File: src/rtl/desloc_pkg.sv
// Shared types for the shift-register command sequencer and its register.
package desloc_pkg;

  localparam int DEF_WIDTH = 4;
  localparam int DEF_CNT_W = 3;

  typedef enum logic [1:0] {
    OP_HOLD  = 2'b00,
    OP_LEFT  = 2'b01,
    OP_RIGHT = 2'b10,
    OP_LOAD  = 2'b11
  } op_e;

  typedef enum logic [2:0] {
    S_IDLE    = 3'd0,
    S_LOAD    = 3'd1,
    S_SHIFT   = 3'd2,
    S_CAPTURE = 3'd3,
    S_RESP    = 3'd4
  } state_e;

endpackage

File: src/rtl/desloc_seq.sv
// Command sequencer for reg_desloc: load, N shifts, capture, respond.
//
// state     | meaning
// ----------+---------------------------------------------------------
// S_IDLE    | waiting for a command, cmd_ready high, register held
// S_LOAD    | one cycle of parallel load of the latched word
// S_SHIFT   | N cycles of shifting in the latched direction with fill
// S_CAPTURE | one cycle, register output sampled into rsp_data
// S_RESP    | rsp_valid high until the consumer takes the result
module desloc_seq
  import desloc_pkg::*;
#(
  parameter int WIDTH = DEF_WIDTH,
  parameter int CNT_W = DEF_CNT_W
) (
  input  logic             clk,
  input  logic             reset,
  input  logic             cmd_valid,
  output logic             cmd_ready,
  input  logic [WIDTH-1:0] cmd_data,
  input  logic             cmd_dir,
  input  logic [CNT_W-1:0] cmd_shifts,
  input  logic             cmd_fill,
  output logic [1:0]       reg_op,
  output logic [WIDTH-1:0] reg_parallel_in,
  output logic             reg_serial_in,
  input  logic [WIDTH-1:0] reg_out,
  output logic             rsp_valid,
  input  logic             rsp_ready,
  output logic [WIDTH-1:0] rsp_data,
  output logic             busy
);

  state_e           state;
  op_e              op_q;
  logic             dir_q;
  logic [CNT_W-1:0] cnt;

  assign reg_op = op_q;

  // Sequencer FSM with shift down-counter, command holding register and
  // registered handshake/op outputs updated alongside each transition.
  always_ff @(posedge clk) begin
    if (reset) begin
      state           <= S_IDLE;
      op_q            <= OP_HOLD;
      dir_q           <= 1'b0;
      cnt             <= '0;
      reg_parallel_in <= '0;
      reg_serial_in   <= 1'b0;
      rsp_data        <= '0;
      rsp_valid       <= 1'b0;
      cmd_ready       <= 1'b1;
      busy            <= 1'b0;
    end else begin
      case (state)
        S_IDLE: begin
          if (cmd_valid) begin
            reg_parallel_in <= cmd_data;
            reg_serial_in   <= cmd_fill;
            dir_q           <= cmd_dir;
            cnt             <= cmd_shifts;
            op_q            <= OP_LOAD;
            cmd_ready       <= 1'b0;
            busy            <= 1'b1;
            state           <= S_LOAD;
          end
        end
        S_LOAD: begin
          if (cnt != '0) begin
            op_q  <= dir_q ? OP_RIGHT : OP_LEFT;
            state <= S_SHIFT;
          end else begin
            op_q  <= OP_HOLD;
            state <= S_CAPTURE;
          end
        end
        S_SHIFT: begin
          cnt <= cnt - CNT_W'(1);
          if (cnt == CNT_W'(1)) begin
            op_q  <= OP_HOLD;
            state <= S_CAPTURE;
          end
        end
        S_CAPTURE: begin
          rsp_data  <= reg_out;
          rsp_valid <= 1'b1;
          state     <= S_RESP;
        end
        S_RESP: begin
          if (rsp_ready) begin
            rsp_valid <= 1'b0;
            cmd_ready <= 1'b1;
            busy      <= 1'b0;
            state     <= S_IDLE;
          end
        end
        default: begin
          op_q      <= OP_HOLD;
          rsp_valid <= 1'b0;
          cmd_ready <= 1'b1;
          busy      <= 1'b0;
          state     <= S_IDLE;
        end
      endcase
    end
  end

endmodule

File: config.mk
export PLATFORM = sky130hd
export DESIGN_NAME = desloc_seq
export DESIGN_NICKNAME = d
export VERILOG_FILES = /design/src/rtl/desloc_pkg.sv /design/src/rtl/desloc_seq.sv
export SDC_FILE = /design/constraint.sdc
export NUM_CORES = 1
export LEC_CHECK = 0
export CORE_MARGIN = 2
export CORE_UTILIZATION = 45
export CTS_CLUSTER_SIZE = 25
export DETAILED_ROUTE_END_ITERATION = 12
export PLACE_DENSITY = 0.79
export SLEW_MARGIN = 10
export SYNTH_ARGS = -nofsm -noshare
export SYNTH_HDL_FRONTEND = slang
export SYNTH_SLANG_ARGS = --single-unit
File: constraint.sdc
create_clock -name clk -period 2.9 [get_ports clk]
set_input_delay 0.58 -clock clk [delete_from_list [all_inputs] [get_ports clk]]
set_output_delay 0.58 -clock clk [all_outputs]
set_load 0.05 [all_outputs]
; Yosys cells after proc, flatten, opt, wreduce, memory -nomap -nowiden
; Index checks and enable logic that the tools add are counted.
[totals]
register_bits = 21
latchBits = 0
ramBits = 0
romBits = 0
in_bits = 17
out_inout_bits = 14
wordCells = 53
memories = 0
[classes]
addsub = 1
multipliers = 0
div = 0
order_cmp = 0
eq_ne = 8
shift = 0
muxes = 19
bitwise_logic = 3
reduce_logical = 12
[op_table]
columns = cell, count
row1 = one-hot mux 3 bit (5 select lines), 1
row2 = 2-to-1 mux 3 bit, 4
row3 = one-hot mux 1 bit (3 select lines), 3
row4 = AND reduction 3 bit, 3
row5 = 2-to-1 mux 2 bit, 4
row6 = one-hot mux 2 bit (4 select lines), 1
row7 = "== test 3 x 1 -> 1 bit, second input constant", 2
row8 = "== test 3 x 2 -> 1 bit, second input constant", 2
row9 = "inequality test 2 bit, second input constant", 3
row10 = one-hot mux 3 bit (2 select lines), 1
row11 = AND reduction 2 bit, 3
row12 = OR reduction 3 bit, 2
row13 = 2-to-1 mux 1 bit, 5
row14 = "== test 3 bit, second input constant", 1
row15 = logical NOT 3 bit, 1
row16 = inverter 1 bit, 3
row17 = nonzero test 3 bit, 1
row18 = "subtractor 3 x 1 -> 3 bit, second input constant", 1
row19 = nonzero test 2 bit, 1
row20 = OR reduction 2 bit, 1

; Logic depth before layout (Yosys ltp)
; Gate-level depths: netlist of the first run.
[depth]
word_depth = 4
depth_mapped = 6
mapped_depth_nobuf = 6

; Worst setup path before layout of the first run
; Ideal clock, no wire load.
[synth_path]
path_kind = register -> register
from = reg cnt[1]
to = reg op_q[0] (netlist: reg_op[0])
setup_ns = 0.127
arrival_ns = 1.327
t_required_ns = 2.773
slack_ns = 1.446
path_stages_with_launch = 7
synth_period_minus_slack_ns = 1.454
cell_sequence = dfxtp_1 > inv_1 > ha_1 > or3b_1 > a32o_1 > a22oi_1 > nor2_1
[synth_between]
elab_chain_cells = 3
[synth_rtl]
columns = element, line_no
row1 = from (decl), desloc_seq.sv:37  ; logic [CNT_W-1:0] cnt;
row2 = from (signal assigned), desloc_seq.sv:62  ; cnt <= cmd_shifts;
row3 = from (signal assigned), desloc_seq.sv:79  ; cnt <= cnt - CNT_W'(1);
row4 = == test 3 x 1 -> 1 bit or nonzero test 3 bit (tied branches), "desloc_seq.sv:80, desloc_seq.sv:70"
row5 = inequality test 2 bit (no source line) or 2-to-1 mux 2 bit (tied branches), --
row6 = AND reduction 3 bit (no source line) or one-hot mux 2 bit (4 select lines) (tied branches), --
row7 = to (signal assigned), desloc_seq.sv:71  ; op_q <= dir_q ? OP_RIGHT : OP_LEFT;
row8 = to (decl), desloc_seq.sv:35  ; op_e op_q;
; Several ways; a longest one is shown, not always the timed one.
; A chain may end at the register's enable or synchronous reset.

; Final worst setup path of the first run
[layout_path]
from = reg busy
to = out busy
[layout_lines]
columns = element, line_no
row1 = from (decl), desloc_seq.sv:31  ; output logic busy
row2 = from (signal assigned), desloc_seq.sv:54  ; busy <= 1'b0;
row3 = from (signal assigned), desloc_seq.sv:65  ; busy <= 1'b1;
row4 = from (signal assigned), desloc_seq.sv:94  ; busy <= 1'b0;
; No word-level cell between the ends.

==> flow_metrics.tcl, run 1 <==
set metrics [dict create \
    status "completed" \
    layoutNonFillerInstCount 163 \
    min_period_ns 2.06 \
    rrSetupSlack_ns 1.22 \
    reg2reg_from "state[1]" \
    ys_top_cells_by_area "dfxtp_1 45%, mux2i_1 9.6%, nor2_1 7.6%" \
    clk_latency_ns 0.30 \
    worstSetupStartpointType "register" \
    core_um2 1960 \
    numCtsBuffers 3 \
    place_congestion 0.723 \
    final_area_um2 1280 \
    cts_buffer_depth 2 \
    synth_cell_type_count 28 \
    drt-total-wl_um 1940 \
    crit_type "register to primary output" \
    worstHoldStart "reg_parallel_in[3]" \
    fin_tns_setup_ns 0 \
    worst_slew_pin_slew_ns 0.543 \
    yosysWarningCount 0 \
    cp-startpoint "busy" \
    path_delay_family "buffers and inverters" \
    synthCells 106 \
    period_share 0.712 \
    cts_resized 0 \
    synthMostInstantiatedCell "dfxtp_1" \
    critical_path.max_stage_delay_ns 0.81 \
    skew_ns 0.00862 \
    critical_path.endpoint_type "primary output" \
    crit_fanout 3 \
    numPortBuffers 30 \
    final_nets 157 \
    ir_drop_v 0.000451 \
    ant_nets 0 \
    syn-num-nets 126 \
    rsz0062_at_grt "false" \
    synth_top_area_cell "dfxtp_1" \
    drc_errors 0 \
    synth_flop_cell "dfxtp_1" \
    yosys_register_bits 21 \
    yosys-top-cells-count "21 x dfxtp_1, 19 x nor2_1, 9 x a21oi_1, 9 x mux2i_1, 7 x inv_1" \
    p_total_w 0.00108 \
    synth-async-reset-ratio 0 \
    ioPinCount 31 \
    drt_pass1_iterations 3 \
    cts_hold_buffers 0 \
    seq_area_frac_synth 0.447 \
    antenna_found_initial 0 \
    placedCellCount 159 \
    hpwl_um 1470 \
    holdCritPathClass "register to register" \
    cts_setup_buffers 0 \
    setup_viol 0 \
    synth-edff-count 0 \
    placed_area_um2 1260 \
    arrival_ns 1.48 \
    grt_max_degree 15 \
    slew_headroom 0.637 \
    gr-total-overflow 0 \
    initial_core_util 0.480 \
    report.final.slew_viol_count 0 \
    crit_chain "clkdlybuf4s50_1" \
    gr-usage-all-layers 0.179 \
    hold_viol_final 0 \
    clkTransAtPathRegs_ns 0.12 \
    syn_avg_cell_area_um2 8.88 \
    die_w_um 49.7 \
    leakage_nw 0.517 \
    cp.required_ns 2.32 \
    power.density_nw_per_um2 839 \
    row_count 16 \
    cp_num_buf_inv 1 \
    vias_per_cell 5.03 \
    crit_slowest_cell "clkdlybuf4s50_1" \
    clock-root-buffer "clkbuf_4" \
    synthesis.area_um2 941 \
    cap_violations 0 \
    first_global_vias 803 \
    yosysTopAreaCellShare 0.447 \
    dieArea_um2 2470 \
    vias 820 \
    max_freq_mhz 485 \
    drive_gt1_frac 0.0441 \
    cts_tree "done" \
    cts_sinks 21 \
    grt_pass1_wl_um 3440 \
    diodes 0 \
    syn2layout_area_growth_pct 36.4 \
    wl_per_cell_um 11.9 \
    htree_num_levels 1 \
    die_h_um 49.7 \
    drtIter0Drc 4 \
]
cell type report:
class | instances | area [um2]
multi-input combinational | 72 | 462
inverter | 7 | 26.3
sequential | 21 | 420
tap | 27 | 33.8
timing repair buffer | 32 | 315
fill | 180 | 678
clock buffer | 4 | 26.3
final timing paths:
path	end	cells past startpoint
min	reg_parallel_in[3]	2
min reg2reg	reg_parallel_in[3]	2
max reg2reg	cnt[2]	4
max	busy	1
state kept, by name, summed over array words and instances (netlist names):
signal / cells
reg_serial_in: 1
rsp_data: 4
cmd_ready: 1
rsp_valid: 1
state: 3
reg_op: 2
reg_parallel_in: 4
dir_q: 1
busy: 1
cnt: 3
through the flow:
step	utilization	worst slack, ns	hold slack, ns
2_1_floorplan	-	1.45	0.552
3_3_place_gp	0.641	0.882	0.480
3_5_place_dp	0.641	0.829	0.486
4_1_cts	0.654	0.821	0.514
5_1_grt	0.654	0.775	0.534
6_report	0.654	0.836	0.512
placed cells by master (no fill, tap or decap), types with 4 or more instances in the layout:
| cell type | instances |
|---|---|
| inv_1 | 7 |
| o21ai_0 | 5 |
| clkdlybuf4s50_1 | 30 |
| dfxtp_1 | 21 |
| nand2_1 | 4 |
| nor2_1 | 19 |
| mux2i_1 | 9 |
| a21oi_1 | 9 |
power by group:
group          internal [W]  switching (W)
logic              0.000215       0.000290
clock network     0.0000536      0.0000860
registers          0.000354      0.0000788
total              0.000622       0.000455
cell families after synthesis:
kind of cell | count (synthesis) | share of synthesized area
AOI/OAI and AO/OA | 24 | 0.157
buffers and inverters | 13 | 0.0625
xor gates and xnor gates | 1 | 0.00931
DFF | 21 | 0.447
muxes | 9 | 0.0957
and+or+nand+nor | 35 | 0.189
adders and majority gates | 3 | 0.0399
routing by layer:
layer  GRT usage  up-vias  wire (um)
li1            -      426          -
met1       0.210      369        855
met2       0.313       23        945
met3      0.0515        2        112
met4      0.0556        0         23
met5           0        -          0
Note: power is estimated with default switching activity, not from simulation.
==> run 2, diff against run 1 <==
--- a/config.mk
+++ b/config.mk
@@ -6,10 +6,10 @@
 export NUM_CORES = 1
 export LEC_CHECK = 0
 export CORE_MARGIN = 2
-export CORE_UTILIZATION = 45
+export CORE_UTILIZATION = 40
 export CTS_CLUSTER_SIZE = 25
 export DETAILED_ROUTE_END_ITERATION = 12
-export PLACE_DENSITY = 0.79
+export PLACE_DENSITY = 0.74
 export SLEW_MARGIN = 10
 export SYNTH_ARGS = -nofsm -noshare
 export SYNTH_HDL_FRONTEND = slang
==> constraint.sdc (replaced) <==
create_clock -name clk -period 1.75 [get_ports clk]
set_input_delay 0.35 -clock clk [delete_from_list [all_inputs] [get_ports clk]]
set_output_delay 0.35 -clock clk [all_outputs]
set_load 0.05 [all_outputs]
==> flow_metrics.tcl, run 2 (synthesis results as in run 1) <==
set metrics [dict create \
    drc_errors 0 \
    cp.required_ns 1.96 \
    clkTransAtPathRegs_ns 0.12 \
    gr-usage-all-layers 0.162 \
    final_nets 161 \
    vias 850 \
    cap_violations 0 \
    first_global_vias 776 \
    skew_ns 0.00295 \
    status "completed" \
    drive_gt1_frac 0.179 \
    r2r_cells 6 \
    hold_viol_final 0 \
    placed_area_um2 1270 \
    syn2layout_area_growth_pct 37.5 \
    report.final.slew_viol_count 0 \
    crit_type "register to register" \
    ant_nets 0 \
    wl_per_cell_um 12.1 \
    cts_setup_buffers 0 \
    rsz0062_at_grt "false" \
    cts_resized 0 \
    power.density_nw_per_um2 1410 \
    worstHoldStart "reg_parallel_in[2]" \
    fin_tns_setup_ns 0 \
    path_delay_family "compound AO/OA/AOI/OAI gates" \
    reg2reg_from "cnt[1]" \
    arrival_ns 1.75 \
    final_common_cell "dfxtp_1" \
    cp_num_buf_inv 1 \
    clock-root-buffer "clkbuf_4" \
    cts_hold_buffers 0 \
    p_total_w 0.00183 \
    dieArea_um2 2760 \
    clk_latency_ns 0.30 \
    initial_core_util 0.425 \
    min_period_ns 1.54 \
    r2r_end "reg_op[1]" \
    final_area_um2 1290 \
    max_freq_mhz 648 \
    grt_pass1_wl_um 3270 \
    row_count 17 \
    hpwl_um 1500 \
    cp_num_cells 6 \
    layout_common_cells "21 x dfxtp_1, 19 x nor2_1, 19 x buf_4, 16 x clkdlybuf4s50_1" \
    setup_viol 0 \
    rrSetupSlack_ns 0.21 \
    die_h_um 52.5 \
    cp-endpoint "reg_op[1]" \
    critical_path.max_stage_delay_ns 0.35 \
    htree_num_levels 1 \
    numPortBuffers 30 \
    leakage_nw 0.568 \
    drt_pass1_iterations 4 \
    ioPinCount 31 \
    critical_path.endpoint_type "register" \
    crit_slowest_cell "or3b_1" \
    drt-total-wl_um 2040 \
    ir_drop_v 0.000960 \
    drtIter0Drc 7 \
    gr-total-overflow 0 \
    fin_ws_ns 0.207 \
    vias_per_cell 5.06 \
    diodes 0 \
    crit_fanout 4 \
    grt_max_degree 15 \
    crit_chain "inv_1 > ha_1 > or3b_1 > a32o_1 > a22oi_1 > nor2_1" \
    reg_top3 "reg_parallel_in: 4 flops, rsp_data: 4 flops" \
    fin_util 0.585 \
    holdCritPathClass "register to register" \
    slew_headroom 0.656 \
    antenna_found_initial 0 \
    core_um2 2210 \
    place_congestion 0.710 \
    cts_buffer_depth 2 \
    die_w_um 52.5 \
    cp-startpoint "cnt[1]" \
    fill_cells 225 \
    cts_sinks 21 \
    preCtsSetupSlack_ns 0.0531 \
    worstSetupStartpointType "register" \
    cts_tree "done" \
    worst_slew_pin_slew_ns 0.516 \
    period_share 0.882 \
    numCtsBuffers 3 \
]
[run 2: cell count changes in the layout (fill, tap and decap cells not counted), sizes merged]
cell	change
clkdlybuf4s50	-14
clkinv	+1
buf	+18
clkbuf	-1
[run 2: per-stage QoR]
step	hold WS, ns	instances
4_1_cts	0.519	168
3_3_place_gp	0.480	164
6_report	0.510	168
3_5_place_dp	0.486	164
5_1_grt	0.562	168
2_1_floorplan	0.441	106
[run 2: area by class of cell]
type | instances | area, um2 | share of cell area
clock inverters | 1 | 5.00 | 0.00387
repair buffers | 36 | 323 | 0.250
clock buffers | 3 | 22.5 | 0.0174
flip-flops and latches | 21 | 420 | 0.325
inverters | 7 | 26.3 | 0.0203
well taps | 28 | 35.0 | 0.0271
multi-input cells | 72 | 462 | 0.357
[run 2: worst min-delay path by stage]
stage / endpoint / slack [ns] / cells after the start
finish: reg_parallel_in[2] / 0.51 / 2
global route: reg_parallel_in[3] / 0.56 / 2
CTS: reg_parallel_in[2] / 0.52 / 2
detailed placement: reg_parallel_in[2] / 0.49 / 2
global placement: rsp_data[2] / 0.48 / 2
floorplan: state[0] / 0.44 / 1
[run 2: where the power goes]
group | internal (W) | switching, W
combinational | 0.000378 | 0.000512
clock | 0.0000853 | 0.000150
sequential | 0.000587 | 0.000113
[run 2: metal layers]
metal | up-vias | wire length (um) | GRT usage
met5 | - | 0 | 0
met4 | 0 | 21 | 0.0641
met3 | 4 | 143 | 0.0400
met2 | 28 | 956 | 0.258
met1 | 385 | 913 | 0.208
li1 | 433 | - | -
[run 2: worst register-to-register path: cells and delay by family (launching register included)]
kind,cells,cell delay [ns]
AO/OA/AOI/OAI,2,0.46
adder cells (fa/ha/maj),1,0.17
buffers and inverters,1,0.10
flip-flops,1,0.31
AND/OR/NAND/NOR,2,0.40
